[config.mk]
export PLATFORM = sky130hd
export DESIGN_NAME = axi4_error_responder_flat
export DESIGN_NICKNAME = d
export VERILOG_FILES = /design/src/rtl/axi4_error_responder_if.sv /design/src/rtl/axi4_error_responder.sv /design/src/flat_wrapper.sv
export SDC_FILE = /design/constraint.sdc
export NUM_CORES = 1
export LEC_CHECK = 0
export ABC_AREA = 1
export CORE_MARGIN = 5
export CORE_UTILIZATION = 30
export DETAILED_ROUTE_END_ITERATION = 10
export GPL_TIMING_DRIVEN = 0
export PLACE_DENSITY = 0.93
export SLEW_MARGIN = 20
export SYNTH_ARGS = -nofsm -noshare
export SYNTH_HDL_FRONTEND = slang
export SYNTH_SLANG_ARGS = --single-unit
[constraint.sdc]
create_clock -name aclk -period 1.4 [get_ports aclk]
set_input_delay 0.14 -clock aclk [delete_from_list [all_inputs] [get_ports aclk]]
set_output_delay 0.14 -clock aclk [all_outputs]
set_load 0.02 [all_outputs]
[src/rtl/axi4_error_responder_if.sv]
// AXI4 subordinate-side bus bundle for the error responder (AW/W/B/AR/R channels).
// The slave modport is the responder's view; the master modport is the requester's.
interface axi4_error_responder_if #(
  parameter int ADDR_WIDTH = 32,
  parameter int ID_WIDTH   = 4,
  parameter int DATA_WIDTH = 64
);
  logic [ID_WIDTH-1:0]   s_awid;
  logic [ADDR_WIDTH-1:0] s_awaddr;
  logic                  s_awvalid;
  logic                  s_awready;
  logic                  s_wvalid;
  logic                  s_wlast;
  logic                  s_wready;
  logic [ID_WIDTH-1:0]   s_bid;
  logic [1:0]            s_bresp;
  logic                  s_bvalid;
  logic                  s_bready;
  logic [ID_WIDTH-1:0]   s_arid;
  logic [ADDR_WIDTH-1:0] s_araddr;
  logic [7:0]            s_arlen;
  logic                  s_arvalid;
  logic                  s_arready;
  logic [ID_WIDTH-1:0]   s_rid;
  logic [DATA_WIDTH-1:0] s_rdata;
  logic [1:0]            s_rresp;
  logic                  s_rlast;
  logic                  s_rvalid;
  logic                  s_rready;

  modport slave (
    input  s_awid, s_awaddr, s_awvalid,
    output s_awready,
    input  s_wvalid, s_wlast,
    output s_wready,
    output s_bid, s_bresp, s_bvalid,
    input  s_bready,
    input  s_arid, s_araddr, s_arlen, s_arvalid,
    output s_arready,
    output s_rid, s_rdata, s_rresp, s_rlast, s_rvalid,
    input  s_rready
  );

  modport master (
    output s_awid, s_awaddr, s_awvalid,
    input  s_awready,
    output s_wvalid, s_wlast,
    input  s_wready,
    input  s_bid, s_bresp, s_bvalid,
    output s_bready,
    output s_arid, s_araddr, s_arlen, s_arvalid,
    input  s_arready,
    input  s_rid, s_rdata, s_rresp, s_rlast, s_rvalid,
    output s_rready
  );
endinterface

[src/rtl/axi4_error_responder.sv]
// AXI4 default subordinate: ends every routed transaction with SLVERR/DECERR; B one cycle after WLAST, first R beat one cycle after AR.
// Valid/ready throughout; outputs hold while ready is low. Optional error counters under ERR_RESP_CNT_EN.
module axi4_error_responder #(
  parameter int ADDR_WIDTH = 32,
  parameter int ID_WIDTH   = 4,
  parameter int DATA_WIDTH = 64
) (
  input  logic                  aclk,
  input  logic                  areset,
  axi4_error_responder_if.slave s_axi,
  input  logic                  aw_slverr,
  input  logic                  ar_slverr,
  output logic [15:0]           wr_err_count,
  output logic [15:0]           rd_err_count
);

  localparam logic [1:0] RESP_SLVERR = 2'b10;
  localparam logic [1:0] RESP_DECERR = 2'b11;

  typedef enum logic [1:0] {W_IDLE, W_DATA, W_RESP} wr_state_e;
  typedef enum logic       {R_IDLE, R_DATA} rd_state_e;

  wr_state_e           wr_state_q, wr_state_d;
  logic [ID_WIDTH-1:0] bid_q, bid_d;
  logic [1:0]          bresp_q, bresp_d;

  rd_state_e           rd_state_q, rd_state_d;
  logic [ID_WIDTH-1:0] rid_q, rid_d;
  logic [7:0]          rlen_q, rlen_d;
  logic [7:0]          beat_q, beat_d;
  logic [1:0]          rresp_q, rresp_d;

  // Addresses carry no meaning here: every access that arrives is an error.
  logic unused_addr;
  assign unused_addr = ^{s_axi.s_awaddr, s_axi.s_araddr};

  always_comb begin
    wr_state_d      = wr_state_q;
    bid_d           = bid_q;
    bresp_d         = bresp_q;
    s_axi.s_awready = 1'b0;
    s_axi.s_wready  = 1'b0;
    s_axi.s_bvalid  = 1'b0;
    unique case (wr_state_q)
      W_IDLE: begin
        s_axi.s_awready = 1'b1;
        if (s_axi.s_awvalid) begin
          bid_d      = s_axi.s_awid;
          bresp_d    = aw_slverr ? RESP_SLVERR : RESP_DECERR;
          wr_state_d = W_DATA;
        end
      end
      W_DATA: begin
        s_axi.s_wready = 1'b1;
        if (s_axi.s_wvalid && s_axi.s_wlast) begin
          wr_state_d = W_RESP;
        end
      end
      W_RESP: begin
        s_axi.s_bvalid = 1'b1;
        if (s_axi.s_bready) begin
          wr_state_d = W_IDLE;
        end
      end
      default: wr_state_d = W_IDLE;
    endcase
  end

  always_ff @(posedge aclk) begin
    if (areset) begin
      wr_state_q <= W_IDLE;
      bid_q      <= '0;
      bresp_q    <= '0;
    end else begin
      wr_state_q <= wr_state_d;
      bid_q      <= bid_d;
      bresp_q    <= bresp_d;
    end
  end

  assign s_axi.s_bid   = bid_q;
  assign s_axi.s_bresp = bresp_q;

  // The beat counter only advances on non-final beats, so arlen=255 never wraps it.
  always_comb begin
    rd_state_d      = rd_state_q;
    rid_d           = rid_q;
    rlen_d          = rlen_q;
    beat_d          = beat_q;
    rresp_d         = rresp_q;
    s_axi.s_arready = 1'b0;
    s_axi.s_rvalid  = 1'b0;
    s_axi.s_rlast   = 1'b0;
    unique case (rd_state_q)
      R_IDLE: begin
        s_axi.s_arready = 1'b1;
        if (s_axi.s_arvalid) begin
          rid_d      = s_axi.s_arid;
          rlen_d     = s_axi.s_arlen;
          rresp_d    = ar_slverr ? RESP_SLVERR : RESP_DECERR;
          beat_d     = 8'd0;
          rd_state_d = R_DATA;
        end
      end
      R_DATA: begin
        s_axi.s_rvalid = 1'b1;
        s_axi.s_rlast  = (beat_q == rlen_q);
        if (s_axi.s_rready) begin
          if (beat_q == rlen_q) begin
            rd_state_d = R_IDLE;
          end else begin
            beat_d = beat_q + 8'd1;
          end
        end
      end
      default: rd_state_d = R_IDLE;
    endcase
  end

  always_ff @(posedge aclk) begin
    if (areset) begin
      rd_state_q <= R_IDLE;
      rid_q      <= '0;
      rlen_q     <= '0;
      beat_q     <= '0;
      rresp_q    <= '0;
    end else begin
      rd_state_q <= rd_state_d;
      rid_q      <= rid_d;
      rlen_q     <= rlen_d;
      beat_q     <= beat_d;
      rresp_q    <= rresp_d;
    end
  end

  assign s_axi.s_rid   = rid_q;
  assign s_axi.s_rresp = rresp_q;
  assign s_axi.s_rdata = '0;

`ifdef ERR_RESP_CNT_EN
  logic [15:0] wr_cnt_q, wr_cnt_d;
  logic [15:0] rd_cnt_q, rd_cnt_d;

  // Counters saturate so a long-running error storm never reads back as small.
  always_comb begin
    wr_cnt_d = wr_cnt_q;
    rd_cnt_d = rd_cnt_q;
    if (s_axi.s_bvalid && s_axi.s_bready && (wr_cnt_q != 16'hFFFF)) begin
      wr_cnt_d = wr_cnt_q + 16'd1;
    end
    if (s_axi.s_rvalid && s_axi.s_rready && s_axi.s_rlast && (rd_cnt_q != 16'hFFFF)) begin
      rd_cnt_d = rd_cnt_q + 16'd1;
    end
  end

  always_ff @(posedge aclk) begin
    if (areset) begin
      wr_cnt_q <= '0;
      rd_cnt_q <= '0;
    end else begin
      wr_cnt_q <= wr_cnt_d;
      rd_cnt_q <= rd_cnt_d;
    end
  end

  assign wr_err_count = wr_cnt_q;
  assign rd_err_count = rd_cnt_q;
`else
  assign wr_err_count = '0;
  assign rd_err_count = '0;
`endif

endmodule

[src/flat_wrapper.sv]
// flat-port wrapper written by rule: the top's interface ports become plain ports
module axi4_error_responder_flat 
#(
  parameter int ADDR_WIDTH = 32,
  parameter int ID_WIDTH   = 4,
  parameter int DATA_WIDTH = 64
)
  (aclk, areset, aw_slverr, ar_slverr, wr_err_count, rd_err_count, s_axi_s_awid, s_axi_s_awaddr, s_axi_s_awvalid, s_axi_s_awready, s_axi_s_wvalid, s_axi_s_wlast, s_axi_s_wready, s_axi_s_bid, s_axi_s_bresp, s_axi_s_bvalid, s_axi_s_bready, s_axi_s_arid, s_axi_s_araddr, s_axi_s_arlen, s_axi_s_arvalid, s_axi_s_arready, s_axi_s_rid, s_axi_s_rdata, s_axi_s_rresp, s_axi_s_rlast, s_axi_s_rvalid, s_axi_s_rready);
  axi4_error_responder_if #(.ADDR_WIDTH(ADDR_WIDTH), .ID_WIDTH(ID_WIDTH), .DATA_WIDTH(DATA_WIDTH)) s_axi_i ();
  input  logic aclk;
  input  logic areset;
  input  logic aw_slverr;
  input  logic ar_slverr;
  output logic [15:0] wr_err_count;
  output logic [15:0] rd_err_count;
  input wire logic [$bits(s_axi_i.s_awid)-1:0] s_axi_s_awid;
  input wire logic [$bits(s_axi_i.s_awaddr)-1:0] s_axi_s_awaddr;
  input wire logic [$bits(s_axi_i.s_awvalid)-1:0] s_axi_s_awvalid;
  output wire logic [$bits(s_axi_i.s_awready)-1:0] s_axi_s_awready;
  input wire logic [$bits(s_axi_i.s_wvalid)-1:0] s_axi_s_wvalid;
  input wire logic [$bits(s_axi_i.s_wlast)-1:0] s_axi_s_wlast;
  output wire logic [$bits(s_axi_i.s_wready)-1:0] s_axi_s_wready;
  output wire logic [$bits(s_axi_i.s_bid)-1:0] s_axi_s_bid;
  output wire logic [$bits(s_axi_i.s_bresp)-1:0] s_axi_s_bresp;
  output wire logic [$bits(s_axi_i.s_bvalid)-1:0] s_axi_s_bvalid;
  input wire logic [$bits(s_axi_i.s_bready)-1:0] s_axi_s_bready;
  input wire logic [$bits(s_axi_i.s_arid)-1:0] s_axi_s_arid;
  input wire logic [$bits(s_axi_i.s_araddr)-1:0] s_axi_s_araddr;
  input wire logic [$bits(s_axi_i.s_arlen)-1:0] s_axi_s_arlen;
  input wire logic [$bits(s_axi_i.s_arvalid)-1:0] s_axi_s_arvalid;
  output wire logic [$bits(s_axi_i.s_arready)-1:0] s_axi_s_arready;
  output wire logic [$bits(s_axi_i.s_rid)-1:0] s_axi_s_rid;
  output wire logic [$bits(s_axi_i.s_rdata)-1:0] s_axi_s_rdata;
  output wire logic [$bits(s_axi_i.s_rresp)-1:0] s_axi_s_rresp;
  output wire logic [$bits(s_axi_i.s_rlast)-1:0] s_axi_s_rlast;
  output wire logic [$bits(s_axi_i.s_rvalid)-1:0] s_axi_s_rvalid;
  input wire logic [$bits(s_axi_i.s_rready)-1:0] s_axi_s_rready;
  assign s_axi_i.s_awid = s_axi_s_awid;
  assign s_axi_i.s_awaddr = s_axi_s_awaddr;
  assign s_axi_i.s_awvalid = s_axi_s_awvalid;
  assign s_axi_s_awready = s_axi_i.s_awready;
  assign s_axi_i.s_wvalid = s_axi_s_wvalid;
  assign s_axi_i.s_wlast = s_axi_s_wlast;
  assign s_axi_s_wready = s_axi_i.s_wready;
  assign s_axi_s_bid = s_axi_i.s_bid;
  assign s_axi_s_bresp = s_axi_i.s_bresp;
  assign s_axi_s_bvalid = s_axi_i.s_bvalid;
  assign s_axi_i.s_bready = s_axi_s_bready;
  assign s_axi_i.s_arid = s_axi_s_arid;
  assign s_axi_i.s_araddr = s_axi_s_araddr;
  assign s_axi_i.s_arlen = s_axi_s_arlen;
  assign s_axi_i.s_arvalid = s_axi_s_arvalid;
  assign s_axi_s_arready = s_axi_i.s_arready;
  assign s_axi_s_rid = s_axi_i.s_rid;
  assign s_axi_s_rdata = s_axi_i.s_rdata;
  assign s_axi_s_rresp = s_axi_i.s_rresp;
  assign s_axi_s_rlast = s_axi_i.s_rlast;
  assign s_axi_s_rvalid = s_axi_i.s_rvalid;
  assign s_axi_i.s_rready = s_axi_s_rready;
  axi4_error_responder #(.ADDR_WIDTH(ADDR_WIDTH), .ID_WIDTH(ID_WIDTH), .DATA_WIDTH(DATA_WIDTH)) u_core (.aclk(aclk), .areset(areset), .s_axi(s_axi_i), .aw_slverr(aw_slverr), .ar_slverr(ar_slverr), .wr_err_count(wr_err_count), .rd_err_count(rd_err_count));
endmodule
-- Yosys cells after proc, flatten, opt, wreduce, memory -nomap -nowiden
Index checks and enable logic that the tools add are counted.
- flip-flop bits (word level): 31
- latch bits: 0
- RAM bits: 0
- memory bits (read-only): 0
- input port bits: 90
- output and inout port bits: 114
- word-level logic and storage cells: 45
- memories kept: 0
- add/subtract/negate cells: 1
- multiply operators: 0
- div/mod/pow operators: 0
- $lt $le $gt $ge: 0
- equality and inequality tests: 9
- shifts and indexed selects: 0
- muxes and demuxes: 20
- bitwise gates (word level): 1
- reduce and logical (&&, ||, !) cells: 6
- operators with widths (kind ; count):
    two-way mux 8 bit ; 3
    case mux 8 bit (2 select lines) ; 1
    two-way mux 1 bit ; 11
    inequality test 2 bit (second input constant) ; 5
    adder 8 x 1 -> 8 bit (second input constant) ; 1
    == test 8 bit ; 1
    two-way mux 2 bit ; 3
    case mux 2 bit (3 select lines) ; 1
    AND reduction 3 bit ; 2
    AND reduction 2 bit ; 2
    == test 2 x 1 -> 1 bit (second input constant) ; 1
    == test 2 bit (second input constant) ; 1
    logical NOT 2 bit ; 1
    inequality test 2 x 1 -> 1 bit (second input constant) ; 1
    case mux 1 bit (2 select lines) ; 1
    logical AND 1 bit ; 1
    NOT 1 bit ; 1

-- Depth between registers and ports, before layout
Gate-level depths: netlist (run 1).
- depth in word-level cells: 4
- mapped depth: 11
- gate-level depth less buffers: 11

-- Worst setup path before layout (run 1)
OpenSTA, ideal clock, no wires.
- kind: flip-flop to flip-flop
- start: register u_core.beat_q[0]
- end: register u_core.beat_q[6]
- setup time: 0.064 ns
- data arrival time: 1.188 ns
- data required time: 1.336 ns
- slack: 0.148 ns
- cell stages (with the launch flop): 12
- path buffers: 0
- period minus slack after synthesis: 1.252 ns
- cell sequence: dfxtp_1 -> ha_1 -> nand2_1 -> inv_1 -> nand2_1 -> nor2_1 -> nand2_1 -> nand2_1 -> nand3_1 -> nand2_2 -> nand2_1 -> nor2_1
- cells in the longest elaborated chain, start to end: 4
- elaborated cells on any way between the ends: 7
- classes of those cells: add/sub (1); eq/ne (2); mux (3); reduce/logical (1)
- RTL lines (item ; RTL line ; RTL):
    start, declared ; axi4_error_responder.sv:30 ; logic [7:0] beat_q, beat_d;
    start signal, assigned ; axi4_error_responder.sv:131 ; beat_q <= beat_d;
    adder 8 x 1 -> 8 bit ; axi4_error_responder.sv:112 ; beat_d = beat_q + 8'd1;
    two-way mux 8 bit ; axi4_error_responder.sv:109 ; if (beat_q == rlen_q) begin
    two-way mux 8 bit ; axi4_error_responder.sv:108 ; if (s_axi.s_rready) begin
    case mux 8 bit (2 select lines) ; axi4_error_responder.sv:94 ; unique case (rd_state_q)
Several ways; a longest one is shown, not always the timed one. The select of a mux whose other input is x is not followed.
A chain may end at the register's enable or synchronous reset.

-- Final worst setup path (run 1)
- start: register u_core.beat_q[6]
- end: output s_axi_s_rlast
- cells in the longest elaborated chain, start to end: 2
- RTL lines (item ; RTL line ; RTL):
    == test 8 bit ; axi4_error_responder.sv:107 ; s_axi.s_rlast = (beat_q == rlen_q);
    two-way mux 1 bit ; axi4_error_responder.sv:94 ;
    end, declared ; flat_wrapper.sv:35 ; output wire logic [$bits(s_axi_i.s_rlast)-1:0] s_axi_s_rlast;
Every way passes these cells.

==> results.py, run 1 <==
metrics = {
    "status": {
        "outcome": "finished with violations",
        "violations": "negative setup slack",
    },
    "floorplan": {
        "die_y_um": 93.7,
        "rows": 30,
        "initial_core_util_pct": 30.9,
        "coreArea_sq_um": 6790,
        "pin_count": 204,
        "die_width_um": 93.7,
        "die-area_sq_um": 8780,
    },
    "sta": {
        "slew_viol_final": 0,
        "rsz0062_at_grt": "yes",
        "setup_violations": 2,
        "fmax_ghz": 0.654,
        "post-route-period-util_pct": 109,
        "skew_ns": 0.00731,
        "finalCriticalPeriod_ns": 1.53,
        "setup_slack_ns": -0.129,
        "finalHoldViolCount": 0,
    },
    "grt": {
        "antenna_found_initial": 0,
        "grt_overflow": 0,
        "grt_max_degree": 11,
        "grt_pass1_wl_mm": 7.96,
        "grt_pass1_vias": 1802,
        "grt_usage_pct": 11.3,
    },
    "yosys": {
        "avgSynthCellArea_sq_um": 7.20,
        "synth_most_common_cell": "buf_4",
        "yosysWarnings": 0,
        "async_flop_share_pct": 0,
        "ys_seq_area_share_pct": 29.5,
        "synth-edff-count": 0,
        "synth_top_area_cell": "buf_4",
        "syn_inst": 292,
        "yosys_most_used_dff": "dfxtp_1",
        "ys_ff_latch": 31,
        "synthTopCellsByCount": "97 x buf_4, 44 x nor2_1, 33 x nand2_1, 31 x dfxtp_1, 21 x inv_1",
        "mappedNetlistArea_sq_um": 2100,
        "synth_cell_types": 23,
        "synth_area_leaders": "buf_4 35%, dfxtp_1 30%, nor2_1 7.9%",
        "yosys.area.top_type_share_pct": 34.6,
    },
    "clock_tree": {
        "cts_buffer_depth": 2,
        "cts-hold-fix-buffers": 0,
        "worstSkewPairLatency_ns": 0.29,
        "cts_tree": "yes",
        "clk_pin_slew_worst_paths_ns": 0.07,
        "numCtsBuffers": 5,
        "cts.sinks": 31,
        "clockRootBuffer": "clkbuf_8",
        "h-tree-depth": 2,
    },
    "placed_design": {
        "portBuffers": 42,
        "gp_congestion": 0.755,
        "preCtsSetupSlack_ns": -0.399,
        "place_hpwl_mm": 4.27,
        "dp.cells": 525,
    },
    "power_and_ir_drop": {
        "powerDensity_nw_per_um2": 825,
        "ir_worst_vdd_v": 0.000731,
        "fin_total_pwr_uw": 2710,
        "p_leak_uw": 0.00183,
    },
    "min_path": {
        "hold_depth": 2,
        "hp-start": "areset",
        "hp-class": "in -> reg",
        "hold_end": "u_core.beat_q[4]$_SDFFE_PP0P_",
    },
    "worst_setup_path": {
        "reg2reg_slack_ns": -0.01,
        "r2r_end": "u_core.beat_q[6]$_SDFFE_PP0P_",
        "crit_required_ns": 1.26,
        "startpoint_type": "flip-flop",
        "cp-end-kind": "output port",
        "arrival_ns": 1.39,
        "reg2reg_depth": 10,
        "crit_type": "reg -> out",
        "worstPathMaxFanout": 5,
        "timing.rr.start": "u_core.beat_q[6]$_SDFFE_PP0P_",
    },
    "layout": {
        "layout-drive-gt1-share_pct": 34.1,
        "area_delta_synth_final_pct": 56.3,
        "instances_no_fill": 536,
        "nNetsFinal": 530,
        "antenna_cells": 0,
    },
    "route": {
        "post_drt_wl_per_cell_um": 10.2,
        "firstDrtPassIters": 4,
        "detail-route-antenna-nets": 0,
        "wl_mm": 5.47,
        "drc_errors": 0,
        "vias": 1947,
        "dr.first_iter.drc_count": 57,
        "vias_per_cell": 3.63,
    },
    "flow_run": {
        "drv_cap": 0,
    },
}
## sequential cells by signal, indices dropped and copies added (netlist names)
name / count
u_core.s_axi.s_bid: 4
u_core.beat_q: 8
u_core.wr_state_q: 2
u_core.rd_state_q: 1
u_core.s_axi.s_rid: 4
u_core.s_axi.s_bresp: 2
u_core.s_axi.s_rresp: 2
u_core.rlen_q: 8
## cells by family after synthesis
kind of cell	synth area share, %
AOI/OAI and AO/OA	8.51
and+or+nand+nor	19.3
buffers and inverters	39.4
xor gates and xnor gates	2.50
other	0.178
adders and majority gates	0.595
DFF	29.5
## cell type report
cell class                 instances  area (sq um)
inverter                          21          81.3
multi-input combinational        233          1140
buffer                           102           752
sequential                        31           646
timing repair buffer              45           449
clock buffer                       8           100
tap                               96           120
fill                             656          3510
## layer usage
metal	share of wire, %	global-route usage [%]	wire length, um	vias up
met2	49	19.6	2660	117
met5	0	0	0	-
met4	1.9	4.81	102	0
met3	16	7.13	883	12
li1	-	-	-	1007
met1	33	10.5	1830	811
## placed cells by master (no fill, tap or decap), drive strengths merged
cell type	netlist	layout
buf	100	104
conb	1	96
nor2	45	45
nand2	37	37
dfxtp	31	31
clkdlybuf4s50	0	27
inv	21	21
o21ai	19	19
a21oi	13	13
clkbuf	2	11
nand3	10	10
dlygate4sd2	0	7
dlymetal6s2s	0	6
xnor2	5	5
nor3b	2	2
nor3	2	2
o21a	1	1
xor2	1	1
a211oi	1	1
ha	1	1
## report_power, final
group | leakage (uW) | switching [uW] | internal [uW]
clock network | 0.0000515 | 345 | 448
logic | 0.00151 | 539 | 394
registers | 0.000261 | 44.1 | 939
## repair_timing
action,in CTS,in global routing
resized for setup,24,49
pin swaps,1,9
endpoints found under the setup margin,10,27
buffers inserted,0,3
## critical path, cell delays in order, from the launching register on
cell	delay, ns
dfxtp_1	0.40
xnor2_1	0.14
nand2_1	0.08
nor2_2	0.11
nand2_2	0.10
nor2_2	0.13
buf_6	0.13
## stage by stage
| step | util [%] | setup TNS, ns | hold slack, ns | instance area (sq um) |
|---|---|---|---|---|
| after floorplan | - | 0 | 0.230 | 2460 |
| after global placement | 44.1 | -4.02 | 0.450 | 3000 |
| after detailed placement | 44.1 | -4.23 | 0.459 | 3000 |
| after CTS | 45.8 | -0.128 | 0.152 | 3110 |
| after global routing | 48.4 | -1.57 | 0.185 | 3290 |
| final | 48.4 | -0.142 | 0.170 | 3290 |
## worst max path at each step
stage	depth (start not counted)	end	from	slack, ns
after floorplan	11	u_core.beat_q[6]$_SDFFE_PP0P_	u_core.beat_q[0]$_SDFFE_PP0P_	0.15
after global placement	6	s_axi_s_rlast	u_core.beat_q[2]$_SDFFE_PP0P_	-0.37
after detailed placement	6	s_axi_s_rlast	u_core.beat_q[2]$_SDFFE_PP0P_	-0.40
after CTS	8	s_axi_s_rlast	u_core.beat_q[0]$_SDFFE_PP0P_	-0.12
after global routing	6	s_axi_s_rlast	u_core.beat_q[2]$_SDFFE_PP0P_	-0.18
final	6	s_axi_s_rlast	u_core.beat_q[6]$_SDFFE_PP0P_	-0.13
No activity file was read; power rests on OpenSTA's default activity.
==> inputs of run 2 (changes only) <==
--- a/config.mk
+++ b/config.mk
@@ -15,3 +15,4 @@
 export SYNTH_ARGS = -nofsm -noshare
 export SYNTH_HDL_FRONTEND = slang
 export SYNTH_SLANG_ARGS = --single-unit
+export TNS_END_PERCENT = 10
==> results.py, run 2 (synthesized netlist as in run 1, its figures left out) <==
metrics = {
    "status": {
        "outcome": "finished with violations",
        "violations": "negative setup slack",
    },
    "worst_setup_path": {
        "worst_path_largest_cell_delay_ns": 0.39,
        "startpoint_type": "flip-flop",
        "cp.depth": 6,
        "cp-end-kind": "output port",
        "worstPathMaxFanout": 5,
        "crit_type": "reg -> out",
        "crit_required_ns": 1.26,
        "critPathMostFrequentCell": "nor2_2",
        "critPathSlowestCell": "dfxtp_2",
        "path_delay_family": "simple AND/OR/NAND/NOR gates",
        "reg2reg_depth": 11,
        "crit_buf_inv": 1,
        "arrival_ns": 1.37,
        "path_cells": "xnor2_2, nand2_1, nor2_2, nand2_2, nor2_2, buf_6",
    },
    "grt": {
        "grt_pass1_wl_mm": 7.96,
        "grt_max_degree": 11,
        "antenna_found_initial": 0,
        "grt_overflow": 0,
        "grt_pass1_vias": 1802,
        "grt_usage_pct": 11.3,
    },
    "layout": {
        "layout-drive-gt1-share_pct": 30.4,
        "reg.largest.list": "u_core.beat_q (8), u_core.rlen_q (8)",
        "seqCellArea_sq_um": 634,
        "nNetsFinal": 528,
        "most-common-layout-cells": "98 x buf_4, 96 x conb_1, 41 x nor2_1",
        "area_delta_synth_final_pct": 50.7,
        "fin_util_pct": 46.6,
        "final_area_sq_um": 3170,
        "antenna_cells": 0,
        "instances_no_fill": 534,
        "multi_input_area_sq_um": 1050,
        "final_common_cell": "buf_4",
        "nFillCells": 674,
    },
    "clock_tree": {
        "clk_pin_slew_worst_paths_ns": 0.07,
        "cts_buffer_depth": 2,
        "cts_tree": "yes",
        "h-tree-depth": 2,
        "numCtsBuffers": 5,
        "cts-hold-fix-buffers": 0,
        "worstSkewPairLatency_ns": 0.29,
        "cts.sinks": 31,
        "clockRootBuffer": "clkbuf_8",
    },
    "placed_design": {
        "place_hpwl_mm": 4.27,
        "placed_area_sq_um": 3000,
        "portBuffers": 42,
        "gp_congestion": 0.755,
        "dp.cells": 525,
    },
    "sta": {
        "fmax_ghz": 0.663,
        "slew_viol_final": 0,
        "setup_slack_ns": -0.108,
        "setup_violations": 2,
        "finalHoldViolCount": 0,
        "finalCriticalPeriod_ns": 1.51,
        "skew_ns": 0.00707,
        "post-route-period-util_pct": 108,
        "tns_ns": -0.127,
        "rsz0062_at_grt": "yes",
    },
    "power_and_ir_drop": {
        "p_sw_share_pct": 34.0,
        "p_switching_uw": 916,
        "p_comb_share_pct": 33.8,
        "pwr-share-seq_pct": 36.6,
        "p_leak_uw": 0.00179,
        "intPower_uw": 1780,
        "powerDensity_nw_per_um2": 850,
        "clockPowerShare_pct": 29.6,
        "ir_worst_vdd_v": 0.000749,
    },
    "floorplan": {
        "die_width_um": 93.7,
        "pin_count": 204,
        "initial_core_util_pct": 30.9,
        "die_y_um": 93.7,
        "coreArea_sq_um": 6790,
        "rows": 30,
        "die-area_sq_um": 8780,
    },
    "route": {
        "vias": 1889,
        "firstDrtPassIters": 4,
        "dr.first_iter.drc_count": 25,
        "wl_mm": 5.22,
        "detail-route-antenna-nets": 0,
        "post_drt_wl_per_cell_um": 9.78,
        "vias_per_cell": 3.54,
        "drc_errors": 0,
    },
    "min_path": {
        "hold_depth": 2,
        "hp-class": "in -> reg",
    },
    "flow_run": {
        "drv_cap": 0,
    },
}
[run 2: cell count changes in the layout (fill, tap and decap cells not counted), sizes merged]
cell / delta
buf: -2
[run 2: cell type report]
cell class | instances | share of cell area [%]
Buffer | 102 | 23.7
Clock buffer | 8 | 3.16
Inverter | 21 | 2.49
Multi-Input combinational cell | 233 | 33.2
Sequential cell | 31 | 20.0
Tap cell | 96 | 3.79
Timing Repair Buffer | 43 | 13.6
[run 2: through the flow]
stage | setup slack (ns) | total power (uW) | hold slack, ns
finish | -0.108 | 2690 | 0.153
global route | -0.186 | 2810 | 0.166
CTS | -0.123 | 2670 | 0.152
detailed placement | -0.399 | 1900 | 0.459
global placement | -0.374 | 1880 | 0.450
floorplan | 0.148 | 1670 | 0.230
[run 2: repair_timing]
item                                    CTS  global route
endpoints found under the setup margin   10            27
buffers inserted                          0             1
pin swaps                                 1             4
gates resized for setup                  24            20
[run 2: power groups by stage]
stage	Combinational [uW]	Clock, uW	Sequential [uW]
finish	911	796	986
global route	989	830	992
CTS	886	797	986
detailed placement	891	0	1010
global placement	878	0	1000
floorplan	633	0	1040
[run 2: worst paths after layout]
| path | startpoint | end | slack (ns) |
|---|---|---|---|
| max | u_core.beat_q[3]$_SDFFE_PP0P_ | s_axi_s_rlast | -0.11 |
| min | areset | u_core.beat_q[2]$_SDFFE_PP0P_ | 0.15 |
| max reg2reg | u_core.beat_q[0]$_SDFFE_PP0P_ | u_core.beat_q[6]$_SDFFE_PP0P_ | -0.02 |
| min reg2reg | u_core.beat_q[0]$_SDFFE_PP0P_ | u_core.beat_q[0]$_SDFFE_PP0P_ | 0.46 |
[run 2: metal layers]
| layer | vias up | part of all wire, % | routed length (um) | global-route usage (%) |
|---|---|---|---|---|
| li1 | 1002 | - | - | - |
| met1 | 773 | 34 | 1790 | 10.5 |
| met2 | 105 | 48 | 2480 | 19.6 |
| met3 | 9 | 16 | 858 | 7.13 |
| met4 | 0 | 1.6 | 84 | 4.81 |
| met5 | - | 0 | 0 | 0 |
==> inputs of run 3 (changes only) <==
--- a/config.mk
+++ b/config.mk
@@ -8,6 +8,7 @@
 export ABC_AREA = 1
 export CORE_MARGIN = 5
 export CORE_UTILIZATION = 30
+export CTS_CLUSTER_SIZE = 25
 export DETAILED_ROUTE_END_ITERATION = 10
 export GPL_TIMING_DRIVEN = 0
 export PLACE_DENSITY = 0.93
==> results of run 3 <==
No change in the layout: final DEF, timing and power equal those of run 2.
